File: config.mk
export PLATFORM = sky130hd
export DESIGN_NAME = push_pop_seq
export DESIGN_NICKNAME = d
export VERILOG_FILES = /design/src/rtl/push_pop_seq_pkg.sv /design/src/rtl/push_pop_seq_prio_enc9.sv /design/src/rtl/push_pop_seq.sv
export SDC_FILE = /design/constraint.sdc
export NUM_CORES = 1
export LEC_CHECK = 0
export CAP_MARGIN = 5
export CELL_PAD_IN_SITES_DETAIL_PLACEMENT = 2
export CELL_PAD_IN_SITES_GLOBAL_PLACEMENT = 2
export CORE_UTILIZATION = 26
export DETAILED_ROUTE_END_ITERATION = 10
export PLACE_DENSITY = 0.82
export REMOVE_ABC_BUFFERS = 1
export SETUP_SLACK_MARGIN = 0.5
export SYNTH_ARGS = -nofsm -noshare
export SYNTH_HDL_FRONTEND = slang
export SYNTH_SLANG_ARGS = --single-unit
File: constraint.sdc
create_clock -name clk -period 5.82 [get_ports clk]
set_input_delay 0.873 -clock clk [delete_from_list [all_inputs] [get_ports clk]]
set_output_delay 0.873 -clock clk [all_outputs]
set_load 0.02 [all_outputs]
File: src/rtl/push_pop_seq_pkg.sv
// Shared definitions for the PUSH/POP sequencer: state encodings,
// architectural register indices, word size and register-select helper.
package push_pop_seq_pkg;

    typedef enum logic [2:0] {
        PPS_IDLE = 3'd0,
        PPS_CALC = 3'd1,
        PPS_XFER = 3'd2,
        PPS_SPWB = 3'd3,
        PPS_DONE = 3'd4
    } pps_state_t;

    localparam logic [3:0] SP_I = 4'd13;
    localparam logic [3:0] LR_I = 4'd14;
    localparam logic [3:0] PC_I = 4'd15;

    localparam int unsigned WORD_BYTES = 4;

    // List bit 8 addresses LR on the register-file read side.
    function automatic logic [3:0] push_reg_sel(input logic [3:0] idx);
        return (idx == 4'd8) ? LR_I : idx;
    endfunction

endpackage

File: src/rtl/push_pop_seq_prio_enc9.sv
// prio_enc9: combinational lowest-set-bit encoder over a 9-bit list.
// Returns the index of the lowest set bit and a flag when no bit is set.
module prio_enc9 (
    input  logic [8:0] vec,
    output logic [3:0] idx,
    output logic       none
);

    // Scan upward and keep the first set bit found.
    always_comb begin
        idx  = '0;
        none = 1'b1;
        for (int unsigned i = 0; i < 9; i++) begin
            if (vec[i] && none) begin
                idx  = 4'(i);
                none = 1'b0;
            end
        end
    end

endmodule

File: src/rtl/push_pop_seq.sv
// push_pop_seq: multi-register PUSH/POP sequencer between the control unit
// and the data-memory port. One memory beat per listed register, ascending
// register number at ascending address, then a single SP write.
// Optional feature macro: PUSHPOP_LR_PC_EN (honour list bit 8 as LR/PC).
module push_pop_seq
    import push_pop_seq_pkg::*;
#(
    parameter int LIST_W = 9
) (
    input  logic              clk,
    input  logic              rst,
    input  logic              start,
    input  logic              is_pop,
    input  logic [LIST_W-1:0] reg_list,
    input  logic [31:0]       sp_in,
    output logic              busy,
    output logic              done,
    output logic [3:0]        addr_Rm,
    input  logic [31:0]       Rm,
    output logic              mem_req,
    output logic              mem_we,
    output logic [31:0]       mem_addr,
    output logic [31:0]       mem_wdata,
    input  logic              mem_ack,
    input  logic [31:0]       mem_rdata,
    output logic              ld_rd,
    output logic [3:0]        addr_Rd,
    output logic [31:0]       w_Rd,
    output logic              ld_pc,
    output logic              branch,
    output logic [31:0]       w_PC,
    output logic              ld_sp,
    output logic [31:0]       w_SP
);

    pps_state_t        state;
    logic              pop_q;
    logic [LIST_W-1:0] list_q;
    logic [31:0]       sp_q;
    logic [31:0]       sp_new_q;

    logic [LIST_W-1:0] list_cap;
    logic [LIST_W-1:0] list_rest;
    logic [3:0]        cnt_d;
    logic [31:0]       span_d;
    logic [31:0]       base_d;
    logic [3:0]        cur_idx;
    logic              cur_none;
    logic              in_xfer;
    logic              pop_ack;

    function automatic logic [3:0] popcount(input logic [LIST_W-1:0] v);
        logic [3:0] c;
        c = '0;
        for (int unsigned i = 0; i < LIST_W; i++) begin
            c = c + 4'(v[i]);
        end
        return c;
    endfunction

`ifdef PUSHPOP_LR_PC_EN
    assign list_cap = reg_list;
`else
    assign list_cap = reg_list & ~(LIST_W'(1) << 8);
`endif

    // Remaining list with the current (lowest) bit cleared.
    assign list_rest = list_q & (list_q - LIST_W'(1));
    assign cnt_d     = popcount(list_q);
    assign span_d    = 32'(cnt_d) * 32'(WORD_BYTES);
    assign base_d    = pop_q ? sp_q : (sp_q - span_d);

    prio_enc9 u_cur (
        .vec  (list_q),
        .idx  (cur_idx),
        .none (cur_none)
    );

    // Sequencer FSM with registered handshake/status outputs.
    always_ff @(posedge clk) begin
        if (rst) begin
            state    <= PPS_IDLE;
            pop_q    <= 1'b0;
            list_q   <= '0;
            sp_q     <= '0;
            sp_new_q <= '0;
            busy     <= 1'b0;
            done     <= 1'b0;
            mem_req  <= 1'b0;
            mem_we   <= 1'b0;
            mem_addr <= '0;
            ld_sp    <= 1'b0;
            w_SP     <= '0;
        end else begin
            case (state)
                PPS_IDLE: begin
                    if (start) begin
                        pop_q  <= is_pop;
                        list_q <= list_cap;
                        sp_q   <= sp_in;
                        busy   <= 1'b1;
                        state  <= PPS_CALC;
                    end
                end
                PPS_CALC: begin
                    sp_new_q <= pop_q ? (sp_q + span_d) : base_d;
                    if (cnt_d == 4'd0) begin
                        done  <= 1'b1;
                        state <= PPS_DONE;
                    end else begin
                        mem_req  <= 1'b1;
                        mem_we   <= ~pop_q;
                        mem_addr <= base_d;
                        state    <= PPS_XFER;
                    end
                end
                PPS_XFER: begin
                    if (mem_ack && !cur_none) begin
                        list_q <= list_rest;
                        if (list_rest == '0) begin
                            mem_req  <= 1'b0;
                            mem_we   <= 1'b0;
                            mem_addr <= '0;
                            ld_sp    <= 1'b1;
                            w_SP     <= sp_new_q;
                            state    <= PPS_SPWB;
                        end else begin
                            mem_addr <= mem_addr + 32'(WORD_BYTES);
                        end
                    end
                end
                PPS_SPWB: begin
                    ld_sp <= 1'b0;
                    w_SP  <= '0;
                    done  <= 1'b1;
                    state <= PPS_DONE;
                end
                PPS_DONE: begin
                    done  <= 1'b0;
                    busy  <= 1'b0;
                    state <= PPS_IDLE;
                end
                default: begin
                    state <= PPS_IDLE;
                end
            endcase
        end
    end

    // Register-select, write data and POP write-back decoded from the current beat.
    always_comb begin
        in_xfer   = (state == PPS_XFER);
        pop_ack   = in_xfer && pop_q && mem_ack && !cur_none;
        addr_Rm   = '0;
        mem_wdata = '0;
        ld_rd     = 1'b0;
        addr_Rd   = '0;
        w_Rd      = '0;
        ld_pc     = 1'b0;
        branch    = 1'b0;
        w_PC      = '0;
        if (in_xfer && !pop_q) begin
            addr_Rm   = push_reg_sel(cur_idx);
            mem_wdata = Rm;
        end
        if (pop_ack && !cur_idx[3]) begin
            ld_rd   = 1'b1;
            addr_Rd = cur_idx;
            w_Rd    = mem_rdata;
        end
`ifdef PUSHPOP_LR_PC_EN
        if (pop_ack && cur_idx == 4'd8) begin
            ld_pc  = 1'b1;
            branch = 1'b1;
            w_PC   = mem_rdata;
        end
`endif
    end

endmodule

==> results.ini <==
[power]
power.density_nw_per_um2 = 482
power_mw = 5.90
p_leak_nw = 4.47
vdd_drop_max_v = 0.000275

[clock_tree]
htreeDepth = 4
hold_buffers = 0
cts_buffers = 17
cts_sinks = 146
max-clock-path-buffers = 2
root_buffer = clkbuf_16
clock_latency_ns = 0.44
cts_tree = built
path_clk_slew_ns = 0.07

[yosys]
yosys-top-cells-area = dfxtp_1 (33%), nand2_1 (5.8%), a21oi_1 (4.7%), a22o_1 (3.4%), clkbuf_1 (3.2%)
syn_inst = 1137
ys_warn_count = 0
synth_area_um2 = 8860
yosys.area.top_type = dfxtp_1
syn_area_per_cell_um2 = 7.79
synth-main-ff-cell = dfxtp_1
yosysUniqueCellTypes = 74
yosysTopAreaCellShare = 0.330
yosysSeqAreaShare = 0.330
synthArstFlopShare = 0
ys_seq_elements = 146
synth_edf_count = 0

[final_layout]
layout_common_cells = clkdlybuf4s50_1 (248), dfxtp_1 (145), nand2_1 (136), a21oi_1 (82), nor2_1 (59)
final_area_um2 = 12200
antenna_cells = 0
layout-drive-gt1-share = 0.0625
syn2layout_area_growth_pct = 38.1
nets = 1465
final_common_cell = clkdlybuf4s50_1

[min_path]
worstHoldPathType = reg2reg

[sta]
fmax_mhz = 199
drv_slew = 0
rsz0062_at_grt = no
min_period_ns = 5.03
slew_headroom = 0.319
setup_viol = 0
worst_slack_ns = 0.795
final.setup.tns_ns = 0
tightest_slew_ns = 1.02
fin_worst_skew_ns = 0.0127
hold_violations = 0
post-route-period-util = 0.863

[run_status]
status = complete, no violations

[worst_setup_path]
path_max_fanout = 20
start_kind = register
arrival_ns = 5.35
crit_type = reg2reg
required_ns = 6.14
critPathCaptureType = register

[grt]
grt_pass1_vias = 10400
groute.usage.overall = 0.224
grt_overflow = 0
grt_pass1_wl_mm = 61.7
antenna_found_initial = 2
grt_max_degree = 68

[drt]
antenna_left = 0
via_count = 9526
vias_per_cell = 5.32
dr.pass1.iters = 5
drcViolationCount = 0
drt_wl_total_mm = 39.2
wire_per_inst_um = 21.9
first_iter_violations = 492

[placed_design]
numPortBuffers = 249
place.gp.congestion = 0.833
dp_hpwl_mm = 28.1
place_area_um2 = 11600
pre_cts_ws_ns = 0.560

[floorplan]
num_rows = 67
die_area_um2 = 34800
initial_core_util = 0.264
die_h_um = 187
core_um2 = 33500
ios = 286
die_w_um = 187

[job]
drv_cap = 0

## registers in the layout (all words and copies together) (netlist names)
signal,cells
w_SP,32
mem_addr,32
sp_new_q,32
mem_we,1
busy,1
pop_q,1
ld_sp,1
done,1
mem_req,1
state,3
sp_q,32
list_q,9
## kinds of logic (layout without fill, tap and decap cells)
logic type / after synthesis / after routing / synth area share
and+or+nand+nor: 491 / 491 / 0.292
other: 1 / 35 / 0.000423
adders and majority gates: 23 / 23 / 0.0384
AOI/OAI and AO/OA: 276 / 276 / 0.211
xor gates and xnor gates: 39 / 39 / 0.0385
buffers and inverters: 159 / 332 / 0.0877
muxes: 2 / 2 / 0.00240
DFF: 146 / 146 / 0.330
## worst max-delay path: stages (launching register included)
cell and delay, ns:
dfxtp_1 0.37, fa_1 0.55, inv_1 0.05, fa_1 0.49
fa_1 0.44, fa_2 0.38, fa_1 0.41, nand2b_1 0.19
and2_1 0.19, ha_1 0.31, buf_4 0.16, o311ai_2 0.12
buf_6 0.19, or4_1 0.43, a21oi_2 0.20, a211oi_1 0.08
nor4_1 0.34
## report_power, final
part	internal, mW	leakage (nW)	switching [mW]
clock network	0.760	0.306	0.466
logic	1.13	2.97	2.04
registers	1.19	1.19	0.317
## cells in the mapped netlist (5+ instances only)
library cell and instances:
dfxtp_1 146, nand2_1 136, a21oi_1 84, clkbuf_1 76
nor2_1 60, nand3_1 45, and3_1 42, and2_1 41
nand4_1 40, nor3_1 38, buf_4 37, a22o_1 34
o21ai_0 33, xor2_1 29, inv_1 28, a31oi_1 27
a22oi_1 17, nor4_1 17, ha_1 16, or3_1 13
or4_1 11, xnor2_1 10, a211oi_1 9, buf_2 9
and4_1 7, fa_1 7, a41oi_1 6, nand2b_1 6
nand4b_1 6, o221ai_1 6, a21o_1 5, a2bb2oi_1 5
nor3b_1 5, o22ai_1 5, o31a_1 5, o31ai_1 5
## per-layer routing
metal | vias up | wire, um | track usage
met5 | - | 0 | 0
met4 | 0 | 753 | 0.0621
met3 | 46 | 1740 | 0.0438
met2 | 212 | 19500 | 0.389
met1 | 4829 | 17200 | 0.281
li1 | 4439 | - | -
## final cells by class
| type | count | area (um2) |
|---|---|---|
| clock inverters | 13 | 210 |
| repair buffers | 272 | 2670 |
| well taps | 448 | 561 |
| clock buffers | 18 | 429 |
| fillers | 3804 | 21300 |
| inverters | 29 | 109 |
| multi-input cells | 866 | 5340 |
| flip-flops and latches | 146 | 2920 |
## metrics by stage
step,hold WS [ns],util,instances
after detailed placement,0.443,0.345,1760
final,0.452,0.365,1792
after global placement,0.434,0.345,1760
after floorplan,0.426,-,1041
after CTS,0.458,0.364,1791
after global routing,0.492,0.365,1792
## final timing paths
kind                  start      endpoint  slack (ns)  cells after the start
hold / removal        ld_sp         ld_sp        0.45                      1
setup reg to reg  list_q[0]  mem_addr[23]        0.79                     16
setup / recovery  list_q[0]  mem_addr[23]        0.79                     16
hold reg to reg       ld_sp         ld_sp        0.45                      1
## timing repair
action	CTS	global route
setup buffers	0	1
endpoints found under the setup margin	1	18
pin swaps	0	1
resized for setup	1	7
(Power assumes the default switching activity.)
